<file path="config.mk">
export PLATFORM = sky130hd
export DESIGN_NAME = bram_arbiter
export DESIGN_NICKNAME = d
export VERILOG_FILES = /design/src/rtl/bram_arb_pkg.sv /design/src/rtl/bram_arb_tag_pipe.sv /design/src/rtl/bram_arbiter.sv
export SDC_FILE = /design/constraint.sdc
export NUM_CORES = 1
export LEC_CHECK = 0
export CAP_MARGIN = 15
export CELL_PAD_IN_SITES_DETAIL_PLACEMENT = 1
export CELL_PAD_IN_SITES_GLOBAL_PLACEMENT = 1
export CORE_MARGIN = 3
export CORE_UTILIZATION = 30
export CTS_CLUSTER_SIZE = 20
export DETAILED_ROUTE_END_ITERATION = 6
export PLACE_DENSITY_LB_ADDON = 0.1
export SETUP_SLACK_MARGIN = 0.15
export SLEW_MARGIN = 0
export SYNTH_ARGS = -nofsm -noshare
export SYNTH_HDL_FRONTEND = slang
export SYNTH_SLANG_ARGS = --single-unit
</file>
<file path="constraint.sdc">
create_clock -name CLK -period 2.7 [get_ports CLK]
set_clock_uncertainty 0.05 [all_clocks]
set_input_delay 0.81 -clock CLK [delete_from_list [all_inputs] [get_ports CLK]]
set_output_delay 0.81 -clock CLK [all_outputs]
set_load 0.03 [all_outputs]
</file>
<file path="src/rtl/bram_arb_pkg.sv">
// Shared types and constants for the two-port BRAM arbiter.
// Supplies the default for `BRAM_ADDR_LENGTH when the build does not define it.
`ifndef BRAM_ADDR_LENGTH
`define BRAM_ADDR_LENGTH 13
`endif

package bram_arb_pkg;

    typedef logic port_id_t;

    localparam port_id_t PORT_CPU = 1'b0;
    localparam port_id_t PORT_ACC = 1'b1;

    localparam int unsigned LAT_MIN = 1;
    localparam int unsigned LAT_MAX = 16;

    typedef struct packed {
        logic     valid;
        port_id_t port_id;
    } tag_t;

    typedef enum logic {
        PREF0 = 1'b0,
        PREF1 = 1'b1
    } arb_state_e;

endpackage

</file>
<file path="src/rtl/bram_arb_tag_pipe.sv">
// LATENCY-deep shift register of read tags {valid, port_id}; async active-low clear
// discards every in-flight read.
module bram_arb_tag_pipe
    import bram_arb_pkg::*;
#(
    parameter int unsigned LATENCY = 10
) (
    input  logic CLK,
    input  logic RST_N,
    input  tag_t issue_tag,
    output tag_t resp_tag
);

    tag_t stages [LATENCY];

    always_ff @(posedge CLK or negedge RST_N) begin
        if (!RST_N) begin
            for (int unsigned i = 0; i < LATENCY; i++) stages[i] <= '0;
        end else begin
            stages[0] <= issue_tag;
            for (int unsigned i = 1; i < LATENCY; i++) stages[i] <= stages[i-1];
        end
    end

    assign resp_tag = stages[LATENCY-1];

endmodule

</file>
<file path="src/rtl/bram_arbiter.sv">
// Two-requester arbiter/sequencer for the single-port BRAM (port 0 = CPU, port 1 = accelerator).
// Define BRAM_ARB_FIXED_PRIO_EN for fixed port-0 priority instead of round-robin.
module bram_arbiter
    import bram_arb_pkg::*;
#(
    parameter int unsigned ADDR_W  = `BRAM_ADDR_LENGTH,
    parameter int unsigned DATA_W  = 32,
    parameter int unsigned LATENCY = 10
) (
    input  logic              CLK,
    input  logic              RST_N,
    input  logic              p0_req_valid,
    output logic              p0_req_ready,
    input  logic              p0_req_we,
    input  logic [ADDR_W-1:0] p0_req_addr,
    input  logic [DATA_W-1:0] p0_req_wdata,
    output logic              p0_rsp_valid,
    output logic [DATA_W-1:0] p0_rsp_rdata,
    input  logic              p1_req_valid,
    output logic              p1_req_ready,
    input  logic              p1_req_we,
    input  logic [ADDR_W-1:0] p1_req_addr,
    input  logic [DATA_W-1:0] p1_req_wdata,
    output logic              p1_rsp_valid,
    output logic [DATA_W-1:0] p1_rsp_rdata,
    output logic              bram_en,
    output logic              bram_we,
    output logic [ADDR_W-1:0] bram_a,
    output logic [DATA_W-1:0] bram_di,
    input  logic [DATA_W-1:0] bram_do
);

    if (LATENCY < LAT_MIN || LATENCY > LAT_MAX) begin : g_bad_latency
        $error("bram_arbiter: LATENCY out of range");
    end

    logic              gnt0, gnt1, gnt_any;
    logic              sel_we;
    logic [ADDR_W-1:0] sel_addr;
    logic [DATA_W-1:0] sel_wdata;
    tag_t              issue_tag, resp_tag;

`ifdef BRAM_ARB_FIXED_PRIO_EN
    always_comb begin
        gnt0 = p0_req_valid;
        gnt1 = p1_req_valid & ~p0_req_valid;
    end
`else
    arb_state_e state, state_nxt;

    always_ff @(posedge CLK or negedge RST_N) begin
        if (!RST_N) state <= PREF0;
        else        state <= state_nxt;
    end

    // Preferred port wins; the other port takes any cycle the preferred one is idle.
    always_comb begin
        state_nxt = state;
        gnt0      = p0_req_valid & ((state == PREF0) | ~p1_req_valid);
        gnt1      = p1_req_valid & ~gnt0;
        if (gnt0)      state_nxt = PREF1;
        else if (gnt1) state_nxt = PREF0;
    end
`endif

    assign p0_req_ready = gnt0;
    assign p1_req_ready = gnt1;
    assign gnt_any      = gnt0 | gnt1;
    assign sel_we       = gnt1 ? p1_req_we    : p0_req_we;
    assign sel_addr     = gnt1 ? p1_req_addr  : p0_req_addr;
    assign sel_wdata    = gnt1 ? p1_req_wdata : p0_req_wdata;

    always_ff @(posedge CLK or negedge RST_N) begin
        if (!RST_N) begin
            bram_en <= 1'b0;
            bram_we <= 1'b0;
            bram_a  <= '0;
            bram_di <= '0;
        end else begin
            bram_en <= gnt_any;
            bram_we <= gnt_any & sel_we;
            if (gnt_any) begin
                bram_a  <= sel_addr;
                bram_di <= sel_wdata;
            end
        end
    end

    assign issue_tag.valid   = gnt_any & ~sel_we;
    assign issue_tag.port_id = gnt1 ? PORT_ACC : PORT_CPU;

    bram_arb_tag_pipe #(
        .LATENCY (LATENCY)
    ) u_tag_pipe (
        .CLK       (CLK),
        .RST_N     (RST_N),
        .issue_tag (issue_tag),
        .resp_tag  (resp_tag)
    );

    always_ff @(posedge CLK or negedge RST_N) begin
        if (!RST_N) begin
            p0_rsp_valid <= 1'b0;
            p1_rsp_valid <= 1'b0;
            p0_rsp_rdata <= '0;
            p1_rsp_rdata <= '0;
        end else begin
            p0_rsp_valid <= resp_tag.valid & (resp_tag.port_id == PORT_CPU);
            p1_rsp_valid <= resp_tag.valid & (resp_tag.port_id == PORT_ACC);
            if (resp_tag.valid && resp_tag.port_id == PORT_CPU) p0_rsp_rdata <= bram_do;
            if (resp_tag.valid && resp_tag.port_id == PORT_ACC) p1_rsp_rdata <= bram_do;
        end
    end

endmodule

</file>
==> impl_metrics.ini, run 1 <==
[flow_run]
cap_violations = 0

[yosys]
synth_cell_types = 18
syn_area_per_cell_um2 = 13.4
yosysSeqAreaShare_pct = 59.7
synth_top_area_cell = dfrtp_1
syn_nets = 547
netlist.area_leader.share_pct = 59.7
yosysWarnings = 0
synthTopCellsByArea = dfrtp_1 60%, mux2_2 16%, mux2_4 7.7%, o22ai_1 5.0%, a21oi_1 4.0%
netlist_instances = 419
synth_area_um2 = 5620
synth_seq_cells = 134

[cells_and_area]
multiInputGateArea_um2 = 1910
insertedDiodeCount = 0
layout-drive-gt1-share_pct = 23.7
fillers = 1869
area_delta_synth_final_pct = 57.4
nets = 792
final_cell_area_um2 = 8850
regArea_um2 = 3350

[pwr]
ir_worst_vdd_v = 0.000489
total_power_mw = 7.44
power_density_nw_per_um2 = 840
leakage_nw = 3.86

[floorplanning]
io_pins = 243
die_x_um = 143
die_h_um = 143
row_count = 49
placeableCoreArea_um2 = 18200
initial_utilization_pct = 30.9
die_area_um2 = 20400

[hold_path]
min_to = u_tag_pipe.stages[5]$_DFF_PN0_
worstHoldPathType = reg2reg
min_path_cells = 0
worstHoldStart = u_tag_pipe.stages[7]$_DFF_PN0_

[critical_path]
r2r-end = p0_rsp_rdata[12]$_DFFE_PN0P_
worstPathArrival_ns = 1.48
cp_max_fo = 2
slowest_delay_ns = 0.70
start_kind = flop
criticalPathCategory = reg2out
slowest_stage = clkdlybuf4s50_1
critPathCaptureType = primary output
critPathTopFamily = buffers and inverters
worst-path-buf-inv = 1
ff2ff_path_depth = 2
timing.rr.start = u_tag_pipe.resp_tag[0]$_DFF_PN0_
path_cells = clkdlybuf4s50_1
reg2reg_slack_ns = 1.01
cp_data_required_time_ns = 1.84

[timing]
slew_headroom_pct = 37.7
drv_slew = 0
setup_viol = 0
worst_slew_pin_slew_ns = 0.934
layout_min_cycle_time_ns = 2.34
fmax_mhz = 427
finalHoldViolCount = 0
rsz0062_at_grt = false
fin_crit_sh_pct = 86.7
fin_tns_setup_ns = 0

[clocking]
cts-root-buf = clkbuf_16
path_clk_slew_ns = 0.06
cts_buffer_depth = 2
cts-htree-levels = 4
cts_buffers = 17
post_cts.repair.setup_buffers = 0
clock-sinks = 134
clkLatencyLatePin_ns = 0.41
cts_tree = done
hold_buffers = 0
ctsResizeCount = 0

[global_route]
grt_pass1_wl_um = 26300
grt_pass1_vias = 4915
grt_usage_pct = 16.6
grt_max_degree = 59
antenna_found_initial = 0
grt-ovfl-total = 0

[routing]
wire_per_inst_um = 18.7
route.detailed.drc = 0
first_pass_iters = 4
first_iter_violations = 88
routed_via_density = 4.75
wl_um = 16900
vias = 4300
drtAntennaViolNets = 0

[placed_design]
placed_cell_area_um2 = 8230
io_buffers = 242
gp_congestion = 0.740
hpwl_um = 11900

[status]
status = completed
[report_power, final]
part / internal (mW) / total [mW] / switching (mW)
Clock: 1.52 / 2.39 / 0.869
Sequential: 2.40 / 2.60 / 0.199
Combinational: 1.15 / 2.44 / 1.29
Total: 5.08 / 7.44 / 2.36
[cell families after synthesis]
logic type	after synthesis	synth area share, %
compound gates	94	9.48
buf+inv	76	6.50
flops	134	59.7
mux	109	23.8
simple gates	6	0.579
[Yosys cell counts]
cell type,count
inv_2,1
a21oi_1,45
nand2_1,2
dfrtp_1,134
nand2b_1,3
mux2_2,80
clkbuf_1,1
or2_2,1
mux2_4,29
inv_1,48
buf_12,3
a21boi_1,1
o22ai_1,45
a22o_1,1
buf_1,3
buf_2,19
buf_6,1
o21ai_0,2
[routing by layer]
| layer | vias up | part of all wire, % | track usage, % |
|---|---|---|---|
| li1 | 1954 | - | - |
| met1 | 2187 | 40 | 19.4 |
| met2 | 142 | 51 | 28.6 |
| met3 | 17 | 6.4 | 5.36 |
| met4 | 0 | 1.8 | 6.00 |
| met5 | - | 0 | 0 |
[sequential cells by signal, summed over array words and instances (netlist names)]
signal,cells
bram_di,32
p0_rsp_rdata,32
u_tag_pipe.stages,18
u_tag_pipe.resp_tag,2
p1_rsp_rdata,32
bram_a,13
p1_rsp_valid,1
bram_we,1
bram_en,1
p0_rsp_valid,1
state,1
[layout by cell type, fill, tap and decap left out, types with 2 or more instances in the layout]
cell,n
a21oi_1,45
buf_2,2
buf_4,12
bufinv_16,3
clkbuf_16,17
clkbuf_8,3
clkdlybuf4s50_1,237
clkinv_2,3
clkinvlp_4,2
dfrtp_1,134
inv_1,48
inv_6,2
mux2_2,80
mux2_4,29
nand2_1,2
nand2b_2,2
o21ai_0,2
o22ai_1,45
[cell type report]
type                            instances  share of cell area, %
Multi-Input combinational cell        209                   21.6
Clock inverter                         11                   1.65
Clock buffer                           20                   5.28
Inverter                               49                   2.08
Timing Repair Buffer                  253                   28.3
Tap cell                              229                   3.24
Sequential cell                       134                   37.9
[how the worst max path moves through the flow]
stage	to	cells past startpoint	slack, ns	startpoint
after floorplan	p0_req_ready	2	0.29	p0_req_valid
after global placement	p0_req_ready	3	0.48	p0_req_valid
after detailed placement	p0_req_ready	3	0.44	p0_req_valid
after CTS	p1_rsp_rdata[16]	1	0.33	p1_rsp_rdata[16]$_DFFE_PN0P_
after global routing	bram_a[3]	1	0.30	bram_a[3]$_DFFE_PN0P_
final	bram_di[20]	1	0.36	bram_di[20]$_DFFE_PN0P_
[metrics by stage]
stage	cells	utilization, %	setup WS (ns)	hold WS (ns)
after floorplan	419	-	0.291	0.281
after global placement	874	45.2	0.484	0.283
after detailed placement	874	45.2	0.438	0.286
after CTS	905	48.6	0.333	0.299
after global routing	905	48.6	0.302	0.303
final	905	48.6	0.360	0.293
(Power assumes the default switching activity.)
==> run 2: changes to the inputs <==
==> constraint.sdc (replaced) <==
create_clock -name CLK -period 2.7 [get_ports CLK]
set_clock_uncertainty 0.05 [all_clocks]
set_input_delay 0.27 -clock CLK [delete_from_list [all_inputs] [get_ports CLK]]
set_output_delay 0.27 -clock CLK [all_outputs]
set_load 0.03 [all_outputs]
==> run 2 against run 1 <==
Net effect:
- global-route usage shrank 0.54 points
- design area about the same
- die area did not move
- largest power group unchanged
- first-iteration DRC count increased by 53%
- sequential cell count unchanged
- utilization about the same
- register-to-register slack improved by 0.06 ns
- clock power about the same
- sequential share of layout area about the same
- highest routed layer unchanged
- clock-buffer cell count did not move
- combinational power is essentially flat
==> impl_metrics.ini, run 2 (synthesis results as in run 1) <==
[status]
status = completed

[global_route]
grt_pass1_vias = 4796
grt-ovfl-total = 0
antenna_found_initial = 0
grt_pass1_wl_um = 25700
grt_usage_pct = 16.1
grt_max_degree = 60

[floorplanning]
row_count = 49
die_h_um = 143
placeableCoreArea_um2 = 18200
initial_utilization_pct = 30.9
die_x_um = 143
die_area_um2 = 20400
io_pins = 243

[pwr]
p_int_mw = 5.08
power_density_nw_per_um2 = 836
switchingPower_mw = 2.33
clkPwrFrac_pct = 32.1
total_power_mw = 7.41
ir_worst_vdd_v = 0.000468
p_sw_share_pct = 31.4
leakage_nw = 3.87
seq_power_share_pct = 35.1
p_comb_share_pct = 32.9

[timing]
slew_headroom_pct = 40.3
fmax_mhz = 473
fin_crit_sh_pct = 78.4
finalHoldViolCount = 0
drv_slew = 0
worst_slew_pin_slew_ns = 0.895
rsz0062_at_grt = false
fin_tns_setup_ns = 0
layout_min_cycle_time_ns = 2.12
setup_viol = 0

[cells_and_area]
layout-drive-gt1-share_pct = 23.6
layout_common_cells = 238 x clkdlybuf4s50_1, 134 x dfrtp_1, 80 x mux2_2
insertedDiodeCount = 0
largestRegisters = bram_di: 32 flops, p0_rsp_rdata: 32 flops, p1_rsp_rdata: 32 flops
fin_cells = 907
nets = 794
final_util_pct = 48.6
final_common_cell = clkdlybuf4s50_1
area_delta_synth_final_pct = 57.6

[hold_path]
worstHoldPathType = in2reg
min_to = u_tag_pipe.stages[19]$_DFF_PN0_
min_path_cells = 4
worstHoldStart = p0_req_valid

[critical_path]
criticalPathCategory = reg2out
slowest_delay_ns = 0.73
critPathTopFamily = buffers and inverters
worstPathArrival_ns = 1.80
critPathCaptureType = primary output
r2r-end = p0_rsp_rdata[30]$_DFFE_PN0P_
path_cells = a21boi_1 -> clkdlybuf4s50_1
cp_data_required_time_ns = 2.38
slowest_stage = clkdlybuf4s50_1
ff2ff_path_depth = 2
worst-path-buf-inv = 1
cp_max_fo = 3
start_kind = flop
cp.depth = 2
timing.rr.start = u_tag_pipe.resp_tag[0]$_DFF_PN0_
reg2reg_slack_ns = 1.07

[routing]
wl_um = 16200
drtAntennaViolNets = 0
routed_via_density = 4.71
wire_per_inst_um = 17.9
route.detailed.drc = 0
vias = 4274
first_pass_iters = 4
first_iter_violations = 135

[placed_design]
io_buffers = 242
hpwl_um = 11700
gp_congestion = 0.753
dp.cells = 875

[clocking]
path_clk_slew_ns = 0.05
cts-root-buf = clkbuf_16
clkLatencyLatePin_ns = 0.41
cts_tree = done
cts_buffer_depth = 2
clock-sinks = 134
cts_buffers = 17
ctsResizeCount = 0
post_cts.repair.setup_buffers = 0
cts-htree-levels = 4

[flow_run]
cap_violations = 0
-- run 2: metal layers --
layer	vias up	GRT usage (%)	share of wire [%]	wire [um]
li1	1960	-	-	-
met1	2157	19.0	41	6630
met2	138	27.8	51	8350
met3	19	5.16	5.8	944
met4	0	5.25	1.8	290
met5	-	0	0	0
-- run 2: worst max-delay path by stage --
stage	start	endpoint	slack, ns
after global routing	state$_DFFE_PN0P_	p0_req_ready	0.47
after detailed placement	p0_req_valid	bram_di[25]$_DFFE_PN0P_	0.69
final	state$_DFFE_PN0P_	p0_req_ready	0.58
after floorplan	p0_req_valid	bram_we$_DFF_PN0_	1.34
after CTS	state$_DFFE_PN0P_	p0_req_ready	0.55
after global placement	p0_req_valid	bram_di[26]$_DFFE_PN0P_	0.72
-- run 2: cell type report --
cell class / instances / area (um2)
timing repair buffer: 255 / 2510
tap: 229 / 287
clock buffer: 20 / 467
fill: 1871 / 9350
clock inverter: 11 / 148
multi-input combinational: 209 / 1910
sequential: 134 / 3350
inverter: 49 / 184
-- run 2: tightest hold or removal path: stages --
cell and delay, ns:
buf_2 0.10, a21boi_1 0.14, nand2b_1 0.07, o21ai_0 0.09
-- run 2: metrics by stage --
| stage | setup WS [ns] | area [um2] | hold slack, ns |
|---|---|---|---|
| 2_1_floorplan | 1.34 | 5620 | -0.0756 |
| 3_3_place_gp | 0.720 | 8230 | 0.212 |
| 3_5_place_dp | 0.689 | 8230 | 0.225 |
| 4_1_cts | 0.550 | 8860 | 0.254 |
| 5_1_grt | 0.474 | 8860 | 0.298 |
| 6_report | 0.584 | 8860 | 0.273 |
-- run 2: power groups by stage --
stage / Sequential (mW) / Combinational (mW) / Clock [mW]
finish: 2.60 / 2.43 / 2.38
global route: 2.65 / 2.56 / 2.56
CTS: 2.60 / 2.47 / 2.45
detailed placement: 2.63 / 2.46 / 0
global placement: 2.61 / 2.42 / 0
floorplan: 3.34 / 0.578 / 0
-- run 2: repair_timing --
action	4_1_cts	5_1_grt
hold buffers	1	0
endpoints found under the setup margin	0	0
endpoints found under the hold margin	55	0
==> run 3: changes to the inputs <==
- CORE_UTILIZATION: 30 -> 29
- clock period: 2.7 -> 1.9 ns (I/O delays scaled with it)
==> run 3 against run 2 <==
Net effect:
- non-clock buffer count up 3
- largest cell class unchanged
- wire length grew 5.8%
- clock-buffer cell count increased by 2
- cell count up 4.0%
- global-route usage grew 0.086 points
- register-to-register slack got worse by 0.67 ns
- highest routed layer unchanged
==> impl_metrics.ini, run 3 (synthesis results as in run 1) <==
[timing]
fin_crit_sh_pct = 89.5
fin_tns_setup_ns = 0
fmax_mhz = 588
setup_viol = 0
worst_slew_pin_slew_ns = 0.581
slew_headroom_pct = 61.3
finalHoldViolCount = 0
drv_slew = 0
layout_min_cycle_time_ns = 1.70
rsz0062_at_grt = true

[routing]
wl_um = 17200
routed_via_density = 4.57
first_pass_iters = 3
vias = 4312
first_iter_violations = 153
route.detailed.drc = 0
wire_per_inst_um = 18.2
drtAntennaViolNets = 0

[placed_design]
io_buffers = 242
gp_congestion = 0.786
hpwl_um = 12000

[critical_path]
critPathTopFamily = buffers and inverters
slowest_delay_ns = 0.69
worstPathArrival_ns = 1.46
cp_max_fo = 2
critPathCaptureType = primary output
path_cells = clkdlybuf4s50_1
cp_data_required_time_ns = 1.66
start_kind = flop
worst-path-buf-inv = 1
criticalPathCategory = reg2out
slowest_stage = clkdlybuf4s50_1

[cells_and_area]
layout-drive-gt1-share_pct = 24.2
nets = 798
largestRegisters = bram_di: 32 flops, p0_rsp_rdata: 32 flops, p1_rsp_rdata: 32 flops
insertedDiodeCount = 0
final_common_cell = clkdlybuf4s50_1
area_delta_synth_final_pct = 60.9
layout_common_cells = 226 x clkdlybuf4s50_1, 134 x dfrtp_1, 80 x mux2_2
fillers = 1992

[floorplanning]
initial_utilization_pct = 29.7
row_count = 50
die_h_um = 145
die_area_um2 = 21100
io_pins = 243
placeableCoreArea_um2 = 18900
die_x_um = 145

[global_route]
grt-ovfl-total = 0
grt_usage_pct = 16.2
grt_pass1_vias = 4746
grt_pass1_wl_um = 27200
grt_max_degree = 51
antenna_found_initial = 0

[clocking]
cts_tree = done
path_clk_slew_ns = 0.06
cts-root-buf = clkbuf_16
clock-sinks = 134
cts_buffer_depth = 2
cts_buffers = 17
clkLatencyLatePin_ns = 0.41
cts-htree-levels = 4

[pwr]
total_power_mw = 10.8
power_density_nw_per_um2 = 1190
ir_worst_vdd_v = 0.000600
leakage_nw = 3.99

[hold_path]
worstHoldPathType = in2reg

[flow_run]
cap_violations = 0

[status]
status = completed
[run 3: repair_timing]
| item | in CTS | in global routing |
|---|---|---|
| gates cloned | 0 | 1 |
| resized for setup | 8 | 10 |
| hold buffers | 1 | 0 |
| setup endpoints to repair | 4 | 9 |
| setup buffers | 0 | 1 |
| endpoints found under the hold margin | 46 | 0 |
| pin swaps | 0 | 1 |
[run 3: through the flow]
step           area, um2  instances  setup slack [ns]  utilization (%)  hold slack, ns
6_report            9040        943             0.199             47.9          0.0876
5_1_grt             9040        943             0.131             47.9          0.0984
4_1_cts             9000        941             0.157             47.6          0.0637
3_5_place_dp        8330        908             0.328             44.1           0.138
3_3_place_gp        8330        908             0.330             44.1           0.126
2_1_floorplan       5620        419             0.539                -          -0.156
[run 3: final timing paths]
kind / start / endpoint / slack (ns) / depth (start not counted)
setup / recovery: bram_di[31]$_DFFE_PN0P_ / bram_di[31] / 0.20 / 1
hold / removal: p1_req_valid / u_tag_pipe.stages[19]$_DFF_PN0_ / 0.09 / 3
setup reg to reg: state$_DFFE_PN0P_ / bram_di[27]$_DFFE_PN0P_ / 0.40 / 4
hold reg to reg: u_tag_pipe.stages[4]$_DFF_PN0_ / u_tag_pipe.stages[2]$_DFF_PN0_ / 0.30 / 0
max in group asynchronous: RST_N / p1_rsp_rdata[12]$_DFFE_PN0P_ / 0.93 / 3
min in group asynchronous: RST_N / p1_rsp_rdata[3]$_DFFE_PN0P_ / 0.25 / 2
[run 3: per-layer routing]
metal	vias to the layer above	global-route usage [%]	wire length (um)	part of all wire (%)
li1	1968	-	-	-
met1	2180	20.0	7300	43
met2	147	27.1	8590	50
met3	17	5.40	1040	6.1
met4	0	4.51	232	1.4
met5	-	0	0	0
[run 3: report_power, final]
group / total (mW) / internal [mW] / switching, mW
logic: 3.49 / 1.65 / 1.84
registers: 3.69 / 3.41 / 0.279
clock network: 3.58 / 2.35 / 1.23
[run 3: area by class of cell]
class | count | area [um2] | area share [%]
repair inverters | 1 | 8.76 | 0.0968
multi-input cells | 209 | 1910 | 21.1
well taps | 260 | 325 | 3.60
inverters | 49 | 196 | 2.17
repair buffers | 258 | 2600 | 28.7
clock inverters | 10 | 166 | 1.84
clock buffers | 22 | 484 | 5.35
flip-flops and latches | 134 | 3350 | 37.1
